<file path="src/rtl/pwm_duty_sequencer.sv">
// ---------------------------------------------------------------------------
// pwm_duty_sequencer
//
// Holds a small table of {duty, resolution, hold} steps and plays them back
// into a PWM core. New values are only applied when the core reports a period
// wrap (period_end), so the pulse train never glitches mid-period.
//
// Optional feature macro: PWMSEQ_LOOP_EN
//   defined   : loop_en is honored and loop_cnt counts wraps back to entry 0
//               (saturating at all-ones, cleared on start).
//   undefined : loop_en is ignored; every sequence ends with a done pulse.
//
// Ports
//   clk, rst          clock, synchronous active-high reset
//   wr_valid/wr_ready table write handshake; a write happens in any cycle
//                     where wr_valid && wr_ready. The producer holds
//                     wr_addr/wr_duty/wr_res/wr_hold stable while wr_valid is
//                     high; wr_ready is high only in IDLE and never depends on
//                     wr_valid.
//   wr_addr/duty/res/hold  entry payload (res saturated to 5..16 on store)
//   num_steps         entries to play (1..DEPTH), sampled on start
//   start, stop       playback control pulses
//   loop_en           wrap to entry 0 after the last step (macro-gated)
//   period_end        one-cycle wrap strobe from the PWM core
//   duty, res         values driven to the PWM core
//   step_idx          entry currently applied
//   busy              high in ARM or RUN
//   done              one-cycle pulse when a non-looping sequence completes
//   loop_cnt          loop pass counter (only with PWMSEQ_LOOP_EN)
//   state_dbg         FSM state: 0=IDLE, 1=ARM, 2=RUN
//
// The step table is not reset, so its contents survive a reset.
// ---------------------------------------------------------------------------
module pwm_duty_sequencer #(
    parameter int DEPTH  = 4,
    parameter int DUTY_W = 16,
    parameter int HOLD_W = 8
) (
    input  logic                       clk,
    input  logic                       rst,
    input  logic                       wr_valid,
    output logic                       wr_ready,
    input  logic [$clog2(DEPTH)-1:0]   wr_addr,
    input  logic [DUTY_W-1:0]          wr_duty,
    input  logic [4:0]                 wr_res,
    input  logic [HOLD_W-1:0]          wr_hold,
    input  logic [$clog2(DEPTH):0]     num_steps,
    input  logic                       start,
    input  logic                       stop,
    input  logic                       loop_en,
    input  logic                       period_end,
    output logic [DUTY_W-1:0]          duty,
    output logic [4:0]                 res,
    output logic [$clog2(DEPTH)-1:0]   step_idx,
    output logic                       busy,
    output logic                       done,
`ifdef PWMSEQ_LOOP_EN
    output logic [HOLD_W-1:0]          loop_cnt,
`endif
    output logic [1:0]                 state_dbg
);

    localparam int IDX_W = $clog2(DEPTH);

    typedef enum logic [1:0] {
        S_IDLE = 2'd0,
        S_ARM  = 2'd1,
        S_RUN  = 2'd2
    } state_t;

    // Step table
    logic [DUTY_W-1:0] duty_tab [DEPTH];
    logic [4:0]        res_tab  [DEPTH];
    logic [HOLD_W-1:0] hold_tab [DEPTH];

    state_t            state_q, state_d;
    logic [DUTY_W-1:0] duty_q, duty_d;
    logic [4:0]        res_q, res_d;
    logic [IDX_W-1:0]  idx_q, idx_d;
    logic [HOLD_W-1:0] hold_q, hold_d;
    logic [IDX_W:0]    steps_q, steps_d;
    logic              done_q, done_d;
    logic [HOLD_W-1:0] loop_q, loop_d;

    logic              load_en;
    logic [IDX_W-1:0]  load_idx;
    logic              start_ok;
    logic              loop_act;

`ifdef PWMSEQ_LOOP_EN
    assign loop_act = loop_en;
    assign loop_cnt = loop_q;
`else
    logic unused_loop_en;
    assign unused_loop_en = loop_en;
    assign loop_act       = 1'b0;
`endif

    // Resolution is saturated once at write time so every load sees 5..16.
    function automatic logic [4:0] res_sat(input logic [4:0] r);
        if (r < 5'd5)       res_sat = 5'd5;
        else if (r > 5'd16) res_sat = 5'd16;
        else                res_sat = r;
    endfunction

    // duty = 2^res is allowed (100% high), anything above is clamped to it.
    function automatic logic [DUTY_W-1:0] clamp_duty(input logic [DUTY_W-1:0] d,
                                                     input logic [4:0] r);
        logic [DUTY_W:0] lim;
        lim = {{DUTY_W{1'b0}}, 1'b1} << r;
        if ({1'b0, d} > lim) clamp_duty = lim[DUTY_W-1:0];
        else                 clamp_duty = d;
    endfunction

    assign wr_ready = (state_q == S_IDLE);
    assign start_ok = (num_steps != '0) && (num_steps <= (IDX_W+1)'(DEPTH));

    always_ff @(posedge clk) begin
        if (wr_valid && wr_ready) begin
            duty_tab[wr_addr] <= wr_duty;
            res_tab[wr_addr]  <= res_sat(wr_res);
            hold_tab[wr_addr] <= wr_hold;
        end
    end

    always_comb begin
        state_d  = state_q;
        duty_d   = duty_q;
        res_d    = res_q;
        idx_d    = idx_q;
        hold_d   = hold_q;
        steps_d  = steps_q;
        done_d   = 1'b0;
        loop_d   = loop_q;
        load_en  = 1'b0;
        load_idx = '0;

        case (state_q)
            S_IDLE: begin
                if (stop) duty_d = '0;
                if (start && start_ok) begin
                    state_d = S_ARM;
                    steps_d = num_steps;
                    loop_d  = '0;
                end
            end
            S_ARM: begin
                // stop wins over a coincident boundary
                if (stop) begin
                    state_d = S_IDLE;
                    duty_d  = '0;
                end else if (period_end) begin
                    state_d = S_RUN;
                    load_en = 1'b1;
                end
            end
            S_RUN: begin
                if (stop) begin
                    state_d = S_IDLE;
                    duty_d  = '0;
                end else if (period_end) begin
                    if (hold_q != '0) begin
                        hold_d = hold_q - 1'b1;
                    end else if ({1'b0, idx_q} == steps_q - 1'b1) begin
                        if (loop_act) begin
                            load_en = 1'b1;
                            if (loop_q != '1) loop_d = loop_q + 1'b1;
                        end else begin
                            state_d = S_IDLE;
                            done_d  = 1'b1;
                        end
                    end else begin
                        load_en  = 1'b1;
                        load_idx = idx_q + 1'b1;
                    end
                end
            end
            default: state_d = S_IDLE;
        endcase

        if (load_en) begin
            duty_d = clamp_duty(duty_tab[load_idx], res_tab[load_idx]);
            res_d  = res_tab[load_idx];
            idx_d  = load_idx;
            hold_d = hold_tab[load_idx];
        end
    end

    always_ff @(posedge clk) begin
        if (rst) begin
            state_q <= S_IDLE;
            duty_q  <= '0;
            res_q   <= 5'd5;
            idx_q   <= '0;
            hold_q  <= '0;
            steps_q <= '0;
            done_q  <= 1'b0;
            loop_q  <= '0;
        end else begin
            state_q <= state_d;
            duty_q  <= duty_d;
            res_q   <= res_d;
            idx_q   <= idx_d;
            hold_q  <= hold_d;
            steps_q <= steps_d;
            done_q  <= done_d;
            loop_q  <= loop_d;
        end
    end

    assign duty      = duty_q;
    assign res       = res_q;
    assign step_idx  = idx_q;
    assign busy      = (state_q != S_IDLE);
    assign done      = done_q;
    assign state_dbg = state_q;

endmodule

</file>
<file path="config.mk">
export PLATFORM = sky130hd
export DESIGN_NAME = pwm_duty_sequencer
export DESIGN_NICKNAME = d
export VERILOG_FILES = /design/src/rtl/pwm_duty_sequencer.sv
export SDC_FILE = /design/constraint.sdc
export NUM_CORES = 1
export LEC_CHECK = 0
export BUFFER_PORTS_ARGS = -buffer_cell sky130_fd_sc_hd__buf_2
export CORE_MARGIN = 5
export CORE_UTILIZATION = 45
export CTS_CLUSTER_DIAMETER = 100
export CTS_CLUSTER_SIZE = 10
export DETAILED_ROUTE_END_ITERATION = 10
export PLACE_DENSITY = 0.69
export SLEW_MARGIN = 20
export SYNTH_ARGS = -nofsm -noshare
export SYNTH_HDL_FRONTEND = slang
export SYNTH_SLANG_ARGS = --single-unit
</file>
<file path="constraint.sdc">
create_clock -name clk -period 3.7 [get_ports clk]
set_input_delay 0.555 -clock clk [delete_from_list [all_inputs] [get_ports clk]]
set_output_delay 0.555 -clock clk [all_outputs]
set_load 0.05 [all_outputs]
</file>
; ---- After elaboration in Yosys (flattened, before gate mapping)
; Memory sizes are Yosys's and may differ from the RTL's.
; Cells that the tools add are included.
; Widths: inputs -> output; s select.
[totals]
register_bits = 37
out_inout_bits = 28
inputBits = 41
ramBits = 116
memories = 3
word_cells = 82
[mem_list]
columns = memory, depth, word_bits, read_ports, rd_clocked_by_memory_dff, wr, line_no
row1 = duty_tab, 4, 16, 1, 0, 1, 72  ; logic [DUTY_W-1:0] duty_tab [DEPTH];
row2 = hold_tab, 4, 8, 1, 0, 1, 74  ; logic [HOLD_W-1:0] hold_tab [DEPTH];
row3 = res_tab, 4, 5, 1, 0, 1, 73  ; logic [4:0] res_tab [DEPTH];
[op_classes]
n_eq_ne = 9
n_lt_le_gt_ge = 4
n_bitwise = 2
n_shift = 1
n_mux = 35
add_sub_neg = 3
reduce_logical = 18
[ops]
columns = op, count
row1 = $mux 16, 4
row2 = $mux 8, 5
row3 = $mux 2, 12
row4 = $gt 16x17->1, 1
row5 = $shl 1x5->17 const A, 1
row6 = $mux 5, 3
row7 = $ne 3x3->1 const B, 4
row8 = $reduce_bool 2->1, 6
row9 = $mux 1, 9
row10 = $reduce_bool 8->1, 1
row11 = $sub 8x1->8 const B, 1
row12 = $pmux 2 s3, 1
row13 = $gt 5x5->1 const B, 1
row14 = $lt 5x3->1 const B, 1
row15 = $reduce_and 5->1, 1
row16 = $reduce_or 5->1, 1
row17 = $ne 2x1->1 const B, 2
row18 = $reduce_and 2->1, 2
row19 = $reduce_and 4->1, 1
row20 = $eq 2x3->1, 1
row21 = $le 3x3->1 const B, 1
row22 = $logic_and 1x1->1, 3
row23 = $reduce_bool 3->1, 1
row24 = $reduce_or 3->1, 1
row25 = 7 further kinds, 8

; ---- Longest topological paths before layout
; An unclocked memory read counts as a cell.
[logic_depth]
ltp_word = 12
mapped_depth = 21
mapped_depth_nobuf = 17

; ---- Worst setup path after synthesis
; OpenSTA, ideal clock, no wires.
[synth_timing]
path_type = register -> register
start = reg state_q[0] (netlist: state_dbg[0])
end = reg duty_q[10] (netlist: duty[10])
setup_ns = 0.128
arrival_time_ns = 4.130
required_ns = 3.572
path_buffers = 4
stages_incl_launch_ff = 21
setup_slack_ns = -0.557
synth_period_minus_slack_ns = 4.257
cell_sequence = dfxtp_1 inv_1 ha_1 and3b_1 and3_4 buf_6 buf_8 and3_1 o32a_1 a21oi_4 buf_4 nand2_1 ha_1 nand4_1 nor3_1 o31ai_1 o2111ai_1 nand2_1 clkbuf_1 a22oi_1 a31oi_1
[synth_via]
elab_chain_cells = 7
elab_cells_between_ends = 15
classes_between = 1 x order compare / 2 x eq/ne / 1 x shift / 4 x mux / 5 x reduce/logical / 2 x memory
[synth_lines]
columns = element, line_no
row1 = start: declaration, 76  ; state_t state_q, state_d;
row2 = start signal: assignment, 200  ; state_q <= state_d;
row3 = $eq 2x2->1, 138  ; case (state_q)
row4 = $mux 2, 138
row5 = $mem_v2 4x5, --
row6 = $shl 1x5->17, 110  ; lim = {{DUTY_W{1'b0}}, 1'b1} << r;
row7 = $gt 16x17->1, 111  ; if ({1'b0, d} > lim) clamp_duty = lim[DUTY_W-1:0];
row8 = $mux 16, 111
row9 = $mux 16, 181  ; if (load_en) begin
row10 = end signal: assignment, 201  ; duty_q <= duty_d;
row11 = end: declaration, 77  ; logic [DUTY_W-1:0] duty_q, duty_d;
; Parallel ways exist; a longest one is shown, timed or not.
; A chain may end at the register's enable or synchronous reset.

; ---- Worst setup path after layout
[layout_timing]
start = reg hold_q[0]
end = reg duty_q[12] (netlist: duty[12])
[layout_via]
elab_chain_cells = 10
elab_cells_between_ends = 18
classes_between = 1 x order compare / 1 x shift / 10 x mux / 4 x reduce/logical / 2 x memory
[layout_lines]
columns = element, line_no
row1 = start: declaration, 80  ; logic [HOLD_W-1:0] hold_q, hold_d;
row2 = start signal: assignment, 204  ; hold_q <= hold_d;
row3 = $reduce_bool 8->1 (*), 162  ; if (hold_q != '0) begin
row4 = $mux 2, 162
row5 = $mux 2, 161  ; end else if (period_end) begin
row6 = $mux 2, 158  ; if (stop) begin
row7 = $mux 2, 138
row8 = $mem_v2 4x5, --
row9 = $shl 1x5->17, 110
row10 = $gt 16x17->1, 111
row11 = $mux 16, 111
row12 = $mux 16, 181
; Mark *: on every way between the ends. The rest lies on a longest branch, timed or not.

==> impl_metrics.env <==
export IMPL_worstSetupStartpointType="flop"
export IMPL_path_clk_slew_ps=70
export IMPL_irDropWorstVdd_mv=0.302
export IMPL_dr_total_vias=5715
export IMPL_cts_sinks=153
export IMPL_rows=46
export IMPL_critical_path_peak_fanout=8
export IMPL_synth_distinct_cells=59
export IMPL_synth_fp_nets=677
export IMPL_worstHoldPathType="input port to flop"
export IMPL_critPathKind="flop to flop"
export IMPL_synth_seq_cells=153
export IMPL_post_route_min_period_ps=3930
export IMPL_n_fill_cell=1170
export IMPL_rsz0062_at_grt="true"
export IMPL_antenna_found_initial=3
export IMPL_dieWidth_microns=136
export IMPL_seq_area_frac_synth=0.590
export IMPL_insertion_delay_ps=420
export IMPL_cts_hold_buf=0
export IMPL_antennaDiodeCount=0
export IMPL_total_power_mw=4.11
export IMPL_htreeDepth=4
export IMPL_powerDensity_nw_per_um2=424
export IMPL_routed_via_density=5.64
export IMPL_dpl_hpwl_mm=11.3
export IMPL_track_usage=0.192
export IMPL_final_core_util=0.618
export IMPL_power_leakage_nw=3.69
export IMPL_violations="setup timing"
export IMPL_syn_area_sq_um=7150
export IMPL_wl_mm=18.5
export IMPL_required_ps=3990
export IMPL_postRouteAntennaNets=0
export IMPL_drc=0
export IMPL_dr_pass1_iters=5
export IMPL_synth_edf_count=116
export IMPL_timing_fmax_ghz=0.254
export IMPL_die_y_microns=136
export IMPL_cts_path_max_buffers=2
export IMPL_avgSynthCellArea_sq_um=11.7
export IMPL_boundaryPins=69
export IMPL_grt_overflow=0
export IMPL_syn_to_final_growth_pct=35.7
export IMPL_core_area_sq_um=15700
export IMPL_tns_ps=-2650
export IMPL_portBuffers=67
export IMPL_fin_worst_skew_ps=9.04
export IMPL_arrival_ps=4220
export IMPL_ys_warn_count=0
export IMPL_ys_flop_type="edfxtp_1"
export IMPL_drt_iter0_markers=510
export IMPL_setup_ws_ps=-232
export IMPL_syn_inst=613
export IMPL_wl_per_cell_microns=18.3
export IMPL_cts_buffers=17
export IMPL_worstMarginPinSlew_ps=820
export IMPL_nets=848
export IMPL_slew_viol_final=0
export IMPL_status="finished with violations"
export IMPL_drive_gt1_frac=0.389
export IMPL_cts_tree="yes"
export IMPL_hold_viol=0
export IMPL_async_flop_share=0
export IMPL_grt_pass1_wl_mm=27.9
export IMPL_fp_dieArea_sq_um=18500
export IMPL_clock_root_buffer="clkbuf_16"
export IMPL_maxCapViolations=0
export IMPL_end_kind="flop"
export IMPL_first_global_vias=5734
export IMPL_setup_viol=16
export IMPL_stdcell_count=1013
export IMPL_finalCritPeriodShare=1.06
export IMPL_grt_max_degree=30
export IMPL_maxSlewHeadroom=0.453
export IMPL_placed_cells=962
export IMPL_routabilityCongestion=0.884
export IMPL_start_util=0.455
final cells by class:
| class | instances | area (sq um) | area share |
|---|---|---|---|
| timing repair buffer | 181 | 1260 | 0.130 |
| tap | 216 | 270 | 0.0278 |
| sequential | 153 | 4240 | 0.437 |
| multi-input combinational | 417 | 3250 | 0.334 |
| clock inverter | 15 | 214 | 0.0220 |
| inverter | 14 | 52.6 | 0.00541 |
| clock buffer | 17 | 425 | 0.0438 |
synthesized netlist by cell type (3+ instances only):
cell type / n / area share
dfxtp_1: 37 / 0.10
or3_1: 16 / 0.014
edfxtp_1: 116 / 0.49
inv_1: 14 / 0.0073
a311oi_1: 7 / 0.0086
nand4_1: 7 / 0.0061
buf_2: 6 / 0.0042
a21boi_1: 6 / 0.0063
a211oi_1: 10 / 0.010
buf_6: 4 / 0.0063
and3_1: 12 / 0.010
nor2_1: 45 / 0.024
a22oi_1: 26 / 0.027
nor3_1: 6 / 0.0042
xnor2_1: 4 / 0.0049
a21oi_1: 58 / 0.041
mux2i_1: 20 / 0.028
o2111ai_1: 3 / 0.0037
nand3_1: 28 / 0.020
nand2_1: 71 / 0.037
nor3b_1: 4 / 0.0042
a31oi_1: 18 / 0.016
xor2_1: 4 / 0.0049
ha_1: 23 / 0.040
clkbuf_1: 20 / 0.010
o21ai_0: 4 / 0.0028
a21boi_0: 3 / 0.0031
critical path: stages (launching register included):
cell       delay, ps
dfxtp_2          320
inv_1             70
ha_1             150
nor3b_4          220
buf_4            150
and3_4           190
buf_4            140
o2111ai_1        240
o32a_1           340
a21oi_4          200
buf_12           140
nand2_4           50
ha_4             280
nand4_1          150
nor3_2           260
o31ai_2          130
o2111ai_4        130
buf_6            190
nand2_8           80
a22oi_1          220
a31oi_1          120
worst paths after layout:
kind / start / to / slack (ps) / cells after the start
min reg2reg: res[2]$_SDFFE_PP1P_ / res[2]$_SDFFE_PP1P_ / 480 / 1
min: wr_hold[2] / hold_tab[2][2]$_DFFE_PP_ / 350 / 1
max reg2reg: hold_q[0]$_SDFFE_PP0P_ / duty[12]$_SDFFE_PP0P_ / -230 / 20
max: hold_q[0]$_SDFFE_PP0P_ / duty[12]$_SDFFE_PP0P_ / -230 / 20
sequential cells by signal, summed over array words and instances, names as in the netlist:
signal and count:
res_tab 20, duty_tab 64, duty 16, step_idx 2
done 1, res 5, hold_tab 32, steps_q 3
state_dbg 2, hold_q 8
metrics by stage:
stage | hold slack [ps] | setup slack, ps | cell area (sq um)
after floorplan | 463 | -187 | 7260
after global placement | 458 | -309 | 8450
after global routing | 337 | -393 | 9710
after CTS | 339 | -92.8 | 9310
after detailed placement | 463 | -404 | 8450
final | 346 | -232 | 9710
report_power, final:
part | internal (mW) | switching (mW)
sequential | 1.90 | 0.0140
clock | 1.15 | 0.718
combinational | 0.136 | 0.199
total | 3.18 | 0.931
what timing repair did:
item	4_1_cts	5_1_grt
pin swaps	22	40
setup buffers	8	7
setup endpoints to repair	16	16
hold endpoints to repair	0	0
cloned	2	2
gates resized for setup	34	56
per-layer routing:
metal,vias up,GRT usage,share of wire
met4,6,0.0666,0.021
met5,-,0,0.0022
met1,2783,0.231,0.41
met2,202,0.334,0.51
met3,37,0.0492,0.057
li1,2687,-,-
kinds of logic (layout without fill, tap and decap cells):
group / Yosys count / count (layout) / share of synthesized area
AOI/OAI and AO/OA: 156 / 156 / 0.153
xor gates and xnor gates: 11 / 11 / 0.0166
adders and majority gates: 23 / 23 / 0.0402
buffers and inverters: 46 / 227 / 0.0315
DFF: 153 / 153 / 0.590
muxes: 20 / 20 / 0.0280
and+or+nand+nor: 204 / 207 / 0.141
placed cells by master, fill, tap and decap left out, types with 9 or more instances in the layout:
master     count
mux2i_1       20
nor2_1        37
or3_1         14
buf_6          9
a211oi_1       9
ha_4          10
ha_1          12
nand3_1       26
a22oi_2       10
inv_1         11
a21oi_1       55
nand2_1       60
clkbuf_16     17
edfxtp_1     116
dfxtp_1       29
buf_2         67
a31oi_1       18
and3_1         9
a22oi_1       16
buf_4        102
No activity file was read; power rests on OpenSTA's default activity.
